## src/rtl/cond_pkg.sv

```systemverilog
// Shared types for the condition evaluator and the branch unit.
// Holds the condition-code enum, the {V,N,Z,C} flag struct and the
// evaluator FSM state encoding.
package cond_pkg;

   localparam int unsigned COND_W  = 4;
   localparam int unsigned FLAGS_W = 4;

   // Condition codes, 4-bit encoding shared with the instruction decoder
   typedef enum logic [COND_W-1:0] {
      COND_EQ = 4'd0,
      COND_NE = 4'd1,
      COND_HS = 4'd2,
      COND_LO = 4'd3,
      COND_MI = 4'd4,
      COND_PL = 4'd5,
      COND_VS = 4'd6,
      COND_VC = 4'd7,
      COND_HI = 4'd8,
      COND_LS = 4'd9,
      COND_GE = 4'd10,
      COND_LT = 4'd11,
      COND_GT = 4'd12,
      COND_LE = 4'd13,
      COND_AL = 4'd14,
      COND_NV = 4'd15
   } cond_e;

   // Comparator flags; packing order matches the flags_q port {V,N,Z,C}
   typedef struct packed {
      logic v;
      logic n;
      logic z;
      logic c;
   } flags_t;

   typedef enum logic [1:0] {
      NOFLAGS = 2'd0,
      IDLE    = 2'd1,
      BUSY    = 2'd2
   } state_e;

endpackage : cond_pkg

```

## src/rtl/cond_check.sv

```systemverilog
// Combinational condition-code check against a set of comparator flags.
// Ports:
//   flags  in  flags_t  {v,n,z,c} from a subtract-based compare
//   cond   in  cond_e   condition code to test
//   taken  out 1        1 when the condition holds
module cond_check
   import cond_pkg::*;
(
   input  flags_t flags,
   input  cond_e  cond,
   output logic   taken
);

   // Signed relations derive from N==V (true sign of the difference)
   always_comb begin
      taken = 1'b0;
      case (cond)
         COND_EQ: taken = flags.z;
         COND_NE: taken = ~flags.z;
         COND_HS: taken = flags.c;
         COND_LO: taken = ~flags.c;
         COND_MI: taken = flags.n;
         COND_PL: taken = ~flags.n;
         COND_VS: taken = flags.v;
         COND_VC: taken = ~flags.v;
         COND_HI: taken = flags.c & ~flags.z;
         COND_LS: taken = ~flags.c | flags.z;
         COND_GE: taken = (flags.n == flags.v);
         COND_LT: taken = (flags.n != flags.v);
         COND_GT: taken = ~flags.z & (flags.n == flags.v);
         COND_LE: taken = flags.z | (flags.n != flags.v);
         COND_AL: taken = 1'b1;
         COND_NV: taken = 1'b0;
         default: taken = 1'b0;
      endcase
   end

endmodule : cond_check

```

## src/rtl/cond_eval.sv

```systemverilog
// Condition evaluator: latches comparator flags and answers condition-code
// requests with a registered taken/not-taken decision one cycle later.
// Optional macro COND_STATS_EN adds saturating taken/not-taken counters.
// Parameters:
//   BYPASS  1: a request accepted together with flag_valid uses the incoming
//              flags; 0: it uses the flag register
//   CNT_W   statistics counter width
// Ports:
//   clk, rst                       clock, async active-high reset
//   flag_valid, flag_v/n/z/c       comparator result and its flags
//   req_valid, req_cond, req_ready condition request handshake
//   resp_valid, resp_taken,
//   resp_cond, resp_ready          decision handshake
//   flags_q                        flag register {V,N,Z,C}
//   cnt_taken, cnt_not             statistics (zero without COND_STATS_EN)
module cond_eval
   import cond_pkg::*;
#(
   parameter int unsigned BYPASS = 1,
   parameter int unsigned CNT_W  = 16
) (
   input  logic             clk,
   input  logic             rst,
   input  logic             flag_valid,
   input  logic             flag_v,
   input  logic             flag_n,
   input  logic             flag_z,
   input  logic             flag_c,
   input  logic             req_valid,
   input  logic [3:0]       req_cond,
   output logic             req_ready,
   output logic             resp_valid,
   output logic             resp_taken,
   output logic [3:0]       resp_cond,
   input  logic             resp_ready,
   output logic [3:0]       flags_q,
   output logic [CNT_W-1:0] cnt_taken,
   output logic [CNT_W-1:0] cnt_not
);

   state_e state;
   flags_t flags_r;
   flags_t flags_in;
   flags_t eval_flags;
   logic   accept;
   logic   taken;

   assign flags_in = {flag_v, flag_n, flag_z, flag_c};
   assign flags_q  = flags_r;

   // A pending response frees the slot only if it is drained this cycle
   assign req_ready = (state != NOFLAGS) && (!resp_valid || resp_ready);
   assign accept    = req_valid && req_ready;

   assign eval_flags = ((BYPASS != 0) && flag_valid) ? flags_in : flags_r;

   cond_check u_check (
      .flags (eval_flags),
      .cond  (cond_e'(req_cond)),
      .taken (taken)
   );

   // Control FSM with flag register and response registers
   always_ff @(posedge clk or posedge rst) begin
      if (rst) begin
         state      <= NOFLAGS;
         flags_r    <= '0;
         resp_valid <= 1'b0;
         resp_taken <= 1'b0;
         resp_cond  <= '0;
      end else begin
         if (flag_valid) begin
            flags_r <= flags_in;
         end
         case (state)
            NOFLAGS: begin
               if (flag_valid) begin
                  state <= IDLE;
               end
            end
            IDLE: begin
               if (accept) begin
                  state      <= BUSY;
                  resp_valid <= 1'b1;
                  resp_taken <= taken;
                  resp_cond  <= req_cond;
               end
            end
            BUSY: begin
               // accept implies resp_ready here, so the old response drains
               if (accept) begin
                  resp_taken <= taken;
                  resp_cond  <= req_cond;
               end else if (resp_ready) begin
                  state      <= IDLE;
                  resp_valid <= 1'b0;
               end
            end
            default: begin
               state      <= NOFLAGS;
               resp_valid <= 1'b0;
            end
         endcase
      end
   end

`ifdef COND_STATS_EN
   localparam logic [CNT_W-1:0] CNT_MAX = {CNT_W{1'b1}};

   // Saturating statistics, counted at acceptance
   always_ff @(posedge clk or posedge rst) begin
      if (rst) begin
         cnt_taken <= '0;
         cnt_not   <= '0;
      end else if (accept) begin
         if (taken) begin
            if (cnt_taken != CNT_MAX) begin
               cnt_taken <= cnt_taken + CNT_W'(1);
            end
         end else begin
            if (cnt_not != CNT_MAX) begin
               cnt_not <= cnt_not + CNT_W'(1);
            end
         end
      end
   end
`else
   assign cnt_taken = '0;
   assign cnt_not   = '0;
`endif

endmodule : cond_eval

```

## config.mk

```make
export PLATFORM = sky130hd
export DESIGN_NAME = cond_eval
export DESIGN_NICKNAME = d
export VERILOG_FILES = /design/src/rtl/cond_pkg.sv /design/src/rtl/cond_check.sv /design/src/rtl/cond_eval.sv
export SDC_FILE = /design/constraint.sdc
export NUM_CORES = 1
export LEC_CHECK = 0
export ABC_AREA = 1
export BUFFER_PORTS_ARGS = -buffer_cell sky130_fd_sc_hd__buf_2
export CELL_PAD_IN_SITES_DETAIL_PLACEMENT = 1
export CELL_PAD_IN_SITES_GLOBAL_PLACEMENT = 2
export CORE_ASPECT_RATIO = 0.5
export CORE_UTILIZATION = 22
export CTS_CLUSTER_SIZE = 16
export DETAILED_ROUTE_END_ITERATION = 10
export GPL_TIMING_DRIVEN = 0
export PLACE_DENSITY_LB_ADDON = 0.08
export SYNTH_ARGS = -nofsm -noshare
export SYNTH_HDL_FRONTEND = slang
export SYNTH_SLANG_ARGS = --single-unit
```

## constraint.sdc

```tcl
create_clock -name clk -period 2 [get_ports clk]
set_input_delay 0.4 -clock clk [delete_from_list [all_inputs] [get_ports clk]]
set_output_delay 0.4 -clock clk [all_outputs]
set_load 0.01 [all_outputs]
```

==> results by stage, run 1 <==
Clocking:
- The CTS buffer count is 3.
- Buffers added to address setup during post-CTS repair amount to 0.
- CTS built an H-tree with a depth of 1.
- TritonCTS built the clock tree.
- The CTS sink count is 12.
- The tree is rooted in a sky130_fd_sc_hd__clkbuf_8.
- The maximum clock path buffer count is 2.
- The clock input transition at the sequential cells of the worst setup and hold paths is 0.06 ns.
- In this run, post-CTS repair resized a total of 0 instances.
- The clock latency on the worst-skew pair is 0.25 ns.
- The quantity of hold-fixing buffers added after cts is 0.

Power:
- The worst-case IR drop observed on VDD is 0.168 mV.
- Dividing total power by cell area gives a power density of 878 mW/mm2.
- The analysis attributes to cell leakage a power of 0.856 nW.

Route:
- The mean routed wirelength per cell is 8.99 um.
- In the routed design, unresolved DRC markers number 0.
- Across all layers, the routed design uses 938 vias.
- The number of nets still failing antenna checks after routing is 0.
- The final wirelength is 2340 um.
- In the routed layout, each cell is associated on average with a via count of 3.61.
- The first routing iteration left 16 violations.
- The first detailed-routing pass ran for 6 iterations.

Floorplan:
- The floorplan has 17 rows.
- The die is 98.4 um wide.
- The region available for standard cell placement spans 0.00442 mm2.
- 56 I/O pins were placed.
- The floorplan step defined a die boundary enclosing 0.00494 mm2.
- In this run the vertical extent of the chip is 50.2 um.
- The effective utilization at floorplan is 23.1%.

Timing:
- The relative slew slack is 66.3%.
- The final critical path time including I/O delays and setup is 1.62 ns.
- The total of endpoints with negative setup slack in the final report is 0.
- The measured slew at the worst slew-check pin is 0.506 ns.
- The hold violation total from the final report is 0.
- Setup repair after global routing left no endpoint under its margin.
- The summed negative setup slack over all endpoints is 0 ns.
- Clock skew on the completed layout was measured at 0.00137 ns.
- Derived from the worst setup path, the maximum achievable clock frequency is 616 MHz.
- The worst hold margin is 0.169 ns.
- The number of pins exceeding their max-slew limit in the final report came to 0.
- The final worst-path cycle share is 81.1%.

Place:
- Routability-driven placement finished with a final weighted congestion of 0.708.
- The count of input and output buffers is 23.
- After detailed placement, the total cell area comes to 0.00133 mm2.
- Once detailed placement completed, the half-perimeter wirelength came to 1970 um.

Final layout:
- The number of nets in the final layout is 220.
- At the end of the flow the core is filled with cells to 31.2%.
- The fraction of layout instances using a drive strength above 1 is 34.5%.
- The cell area after layout is 0.00138 mm2.
- The area growth from synthesis to final layout is 35.0%.
- The number of antenna diodes in the final layout is 0.

Synth:
- The count of synthesis-stage warnings from yosys is 0.
- The mean instance size in the synthesized netlist is 7.05 um2.
- The number of instances in the synthesized netlist is 145.
- Of all flip-flops after synthesis, the portion carrying an async set or reset was 100%.
- The mapped netlist covers 0.00102 mm2.
- The number of enable-type register cells in the synthesized netlist is 0.
- The most used flip-flop cell after synthesis is sky130_fd_sc_hd__dfrtp_1.
- The synthesized netlist contains 19 unique library cells.
- The flip-flop and latch count after synthesis is 12.
- The share of the Yosys chip area taken by registers is 29.4%.

Setup path:
- Data arrives at the worst endpoint at 1.22 ns.
- The critical path is of the register to output pin type.
- At the worst endpoint, the required time is 1.60 ns.
- The worst-path maximum fanout is 4.
- The type of element launching the critical path is a register.
- STA classifies the critical path endpoint as an output pin.

Worst hold path:
- The worst min-delay path class is input pin to asynchronous set/reset pin.

Global routing:
- The total global routing overflow is 0.
- The via count of the first global-routing pass came to 801.
- The total global-route track usage is 9.80%.
- Entering global routing, the biggest net connects 13 pins.
- The global-route wire length before repair is 3650 um.
- The initial antenna violation count is 0.

Outcome:
- The flow ran to the end, and the final reports show no timing, DRC or antenna violations.

Run:
- Max-cap violations in this run came to 0.
## area by class of cell
cell class,instances,area (um2)
Clock buffer,4,55.1
Tap cell,57,71.3
Sequential cell,12,300
Inverter,16,60.1
Fill cell,582,3040
Buffer,32,240
Multi-Input combinational cell,116,538
Timing Repair Buffer,23,115
## power by group
part | switching (mW) | internal, mW
clock network | 0.102 | 0.175
logic | 0.324 | 0.237
registers | 0.0448 | 0.330
## state kept, by name, indices dropped and copies added (netlist names)
register,count
flags_q,4
resp_cond,4
state,2
resp_taken,1
resp_valid,1
## metrics by stage
stage | power (mW) | setup slack (ns) | std cells
2_1_floorplan | 0.777 | 0.513 | 176
3_3_place_gp | 0.942 | 0.392 | 256
3_5_place_dp | 0.949 | 0.385 | 256
4_1_cts | 1.24 | 0.353 | 260
5_1_grt | 1.33 | 0.175 | 260
6_report | 1.21 | 0.378 | 260
## cell usage after synthesis, drive strengths merged, types with 2 or more instances
| cell type | n | area share [%] |
|---|---|---|
| nand3 | 9 | 5.4 |
| buf | 32 | 24 |
| inv | 15 | 5.5 |
| nor2 | 11 | 4.0 |
| dfrtp | 12 | 29 |
| ha | 3 | 3.7 |
| o21ai | 7 | 3.4 |
| nand2 | 48 | 19 |
| mux2 | 2 | 2.2 |
## cell families after synthesis
group	Yosys count	synth area share [%]
other cells	1	0.367
mux	2	2.20
fa+ha+maj	3	3.67
flops	12	29.4
buf+inv	48	29.4
simple gates	69	29.4
compound gates	10	5.63
## worst paths after layout
| check | from | to | slack [ns] | depth (start not counted) |
|---|---|---|---|---|
| max | state[1] | req_ready | 0.38 | 4 |
| min | rst | resp_cond[2] | 0.17 | 2 |
| max reg2reg | state[1] | resp_cond[1] | 0.41 | 5 |
| min reg2reg | resp_taken | resp_taken | 0.48 | 2 |
| max in group asynchronous | rst | resp_valid | 1.49 | 2 |
| min in group clk | flag_n | flags_q[2] | 0.42 | 3 |
## layout by cell type, fill, tap and decap left out
cell,netlist,routed
sky130_fd_sc_hd__nand2_1,44,44
sky130_fd_sc_hd__ha_1,3,3
sky130_fd_sc_hd__inv_2,1,1
sky130_fd_sc_hd__nand2_4,1,1
sky130_fd_sc_hd__clkbuf_8,0,4
sky130_fd_sc_hd__mux2_2,2,2
sky130_fd_sc_hd__o21ai_0,7,7
sky130_fd_sc_hd__nand3_2,2,2
sky130_fd_sc_hd__clkinv_1,1,1
sky130_fd_sc_hd__dfrtp_1,12,12
sky130_fd_sc_hd__inv_1,14,14
sky130_fd_sc_hd__a22oi_1,1,1
sky130_fd_sc_hd__and2_4,1,1
sky130_fd_sc_hd__conb_1,1,32
sky130_fd_sc_hd__nor2_1,11,11
sky130_fd_sc_hd__nand2_2,3,3
sky130_fd_sc_hd__a31oi_1,1,1
sky130_fd_sc_hd__buf_2,0,23
sky130_fd_sc_hd__nand3_1,7,7
sky130_fd_sc_hd__a21oi_2,1,1
sky130_fd_sc_hd__buf_4,32,32
## critical path, stage by stage, from the launching register on
cell	delay, ns
sky130_fd_sc_hd__dfrtp_1	0.37
sky130_fd_sc_hd__inv_1	0.07
sky130_fd_sc_hd__ha_1	0.23
sky130_fd_sc_hd__a21oi_2	0.15
sky130_fd_sc_hd__buf_2	0.15
## metal layers
metal | wire (um) | track usage (%)
met5 | 0 | 0
met4 | 38 | 4.48
met3 | 179 | 2.65
met1 | 1170 | 12.6
met2 | 950 | 15.5
Power figures use the tool's default switching activity.
==> inputs of run 2 (changes only) <==
Clock period 2 ns to 1.6 ns, I/O delays scaled along.
==> results by stage, run 2 (synthesis results as in run 1) <==
Clocking:
- The clock root buffer is sky130_fd_sc_hd__clkbuf_8.
- The CTS tree is done.
- The clock latency on the worst-skew pair is 0.25 ns (about the same).
- The clock input transition at the sequential cells of the worst setup and hold paths is 0.06 ns (about the same).
- The CTS buffer count was 3 (unchanged).
- The deepest level of the CTS H-tree came to 1 (unchanged).
- The CTS sink count is 12 (unchanged).
- The maximum clock path buffer count is 2 (unchanged).

Final layout:
- The antenna cell count is 0 (unchanged).
- The number of nets in the final layout came to 224 (+1.8%).
- The area growth from synthesis to layout is 40.4%.
- The fraction of layout instances using a drive strength above 1 is 38.2% (+3.7 points).
- Leaving out fill and tap cells, the most frequent cell in the layout is sky130_fd_sc_hd__nand2_1.
- In the layout the commonest cells are 43 x sky130_fd_sc_hd__nand2_1, 36 x sky130_fd_sc_hd__buf_4, 32 x sky130_fd_sc_hd__conb_1.

Power:
- The leakage power total is 0.876 nW (+2.3%).
- The share of power burned in combinational logic came to 50.9% (+4.6 points).
- The internal power is 1.03 mW (+38%).
- The power share of the sequential group is 28.4% (-2.5 points).
- The maximum vdd ir drop came to 0.220 mV (+31%).
- The share of total power consumed by net switching came to 38.5% (-0.32 points).
- The power density relative to cell area is 1160 mW/mm2 (+32%).
- The overall power of the completed layout is 1.67 mW (+38%).
- The net load switching power is 641 uW (+36%).
- The portion of total power attributed to the clock network came to 20.7% (-2.1 points).

Timing:
- The slack of the critical path is 0.0758 ns (-0.302 ns).
- Setup repair after global routing could not meet its margin everywhere.
- The number of pins exceeding their max-slew limit in the final report was 0 (unchanged).
- The total of endpoints with negative setup slack in the final report is 0 (unchanged).
- The measured slew at the worst slew-check pin is 0.506 ns (+0.000628 ns).
- The highest clock frequency the design can meet is 656 MHz.
- The worst path in the final design needs a cycle of 1.52 ns, including I/O delays and setup.
- The worst setup skew after layout is 0.00132 ns (-0.0000545 ns).
- The summed negative setup slack over all endpoints is 0 ns (unchanged).
- The final worst-path cycle share is 95.3%.
- The relative slew slack is 66.2% (about the same).
- The hold violation total from the final report was 0 (unchanged).

Global routing:
- The total global routing overflow came to 0 (unchanged).
- The initial antenna violation count is 0 (unchanged).
- The global-route wire length before repair is 3660 um (+0.36%).
- The maximum number of pins on one net before global-route repair is 13 (unchanged).
- The total global-route track usage came to 9.83% (+0.031 points).
- The via count of the first global-routing pass came to 807 (+0.75%).

Setup path:
- The library cell contributing the largest single delay on the critical path is sky130_fd_sc_hd__dfrtp_1.
- The critical path arrival is 1.20 ns (-0.02 ns).
- The worst setup path is captured at an output pin.
- The family with the most delay on the worst path is flip-flops.
- The largest incremental delay on the critical path came to 0.36 ns (about the same).
- The worst-path maximum fanout is 3 (-1).
- The worst setup path is launched from a register.
- The number of buffers and inverters on the critical path is 3 (+1).
- The data required time of the critical path is 1.28 ns (-0.32 ns).
- The critical path goes through inv_2 > ha_4 > a21oi_4 > buf_4 > buf_2.
- The class of the most critical setup path is register to output pin.

Route:
- The mean routed wirelength per cell is 9.05 um (+0.59%).
- The average via count per standard cell is 3.64 (+0.79%).
- The final wirelength was 2390 um (+2.1%).
- The number of design rule violations left after detail routing is 0 (unchanged).
- The initial DRC count came to 18 (+2).
- The number of nets still failing antenna checks after routing is 0 (unchanged).
- The overall via count from detail_route is 960 (+2.3%).
- The number of detailed-routing iterations run before antenna repair is 5 (-1).

Outcome:
- The run finished with clean final reports.

Place:
- The half-perimeter wire length of the detailed placement result is 1970 um (unchanged).
- The worst setup slack before clock tree synthesis came to -0.0153 ns (-0.400 ns).
- The weighted congestion reported at the end of routability-driven placement was 0.708 (unchanged).
- The count of input and output buffers is 23 (unchanged).

Floorplan:
- The cell row count was 17 (unchanged).
- The die span in x came to 98.4 um (unchanged).
- The die outline height came to 50.2 um (unchanged).
- The number of top-level design ports is 56 (unchanged).
- The overall die area is 0.00494 mm2 (unchanged).
- The floorplan core area is 0.00442 mm2 (unchanged).
- The effective utilization at floorplan is 23.1% (unchanged).

Run:
- The number of max-cap violations is 0 (unchanged).

Worst hold path:
- The worst min-delay path class is input pin to asynchronous set/reset pin.
## run 2: routing by layer
layer	up-vias	GRT usage [%]	wire length, um
met5	-	0	0
met4	0	4.48	39
met3	4	2.65	178
met2	39	15.6	989
met1	413	12.6	1180
li1	504	-	-
## run 2: final timing paths
check                      cells after the start  slack (ns)       start            to
min in group clk                               3        0.34      flag_n    flags_q[2]
max in group asynchronous                      2        1.17         rst    resp_valid
max reg2reg                                    5        0.11    state[1]  resp_cond[1]
max                                            5        0.08    state[1]     req_ready
min                                            2        0.09         rst  resp_cond[2]
min reg2reg                                    2        0.48  resp_taken    resp_taken
## run 2: timing repair
action / CTS / global route
buffers inserted: 1 / 3
pin swaps: 0 / 5
resized for setup: 1 / 8
hold buffers: 0 / 0
setup endpoints to repair: 5 / 6
## run 2: stage by stage
| stage | area [um2] | utilization (%) | hold WS, ns | instances |
|---|---|---|---|---|
| global route | 1440 | 32.4 | 0.131 | 264 |
| global placement | 1330 | 29.9 | 0.373 | 256 |
| CTS | 1390 | 31.4 | 0.112 | 261 |
| floorplan | 1140 | - | 0.185 | 176 |
| detailed placement | 1330 | 29.9 | 0.385 | 256 |
| finish | 1440 | 32.4 | 0.0898 | 264 |
## run 2: area by class of cell
cell class / instances / area [um2]
multi-input combinational: 116 / 563
clock buffer: 4 / 55.1
inverter: 16 / 60.1
timing repair buffer: 27 / 145
sequential: 12 / 300
tap: 57 / 71.3
buffer: 32 / 240
fill: 572 / 2990
## run 2: power by group through the flow
stage	combinational, mW	clock, mW	sequential [mW]
floorplan	0.461	0	0.511
global placement	0.707	0	0.471
detailed placement	0.709	0	0.477
CTS	0.735	0.363	0.469
global route	0.955	0.370	0.492
finish	0.848	0.345	0.474
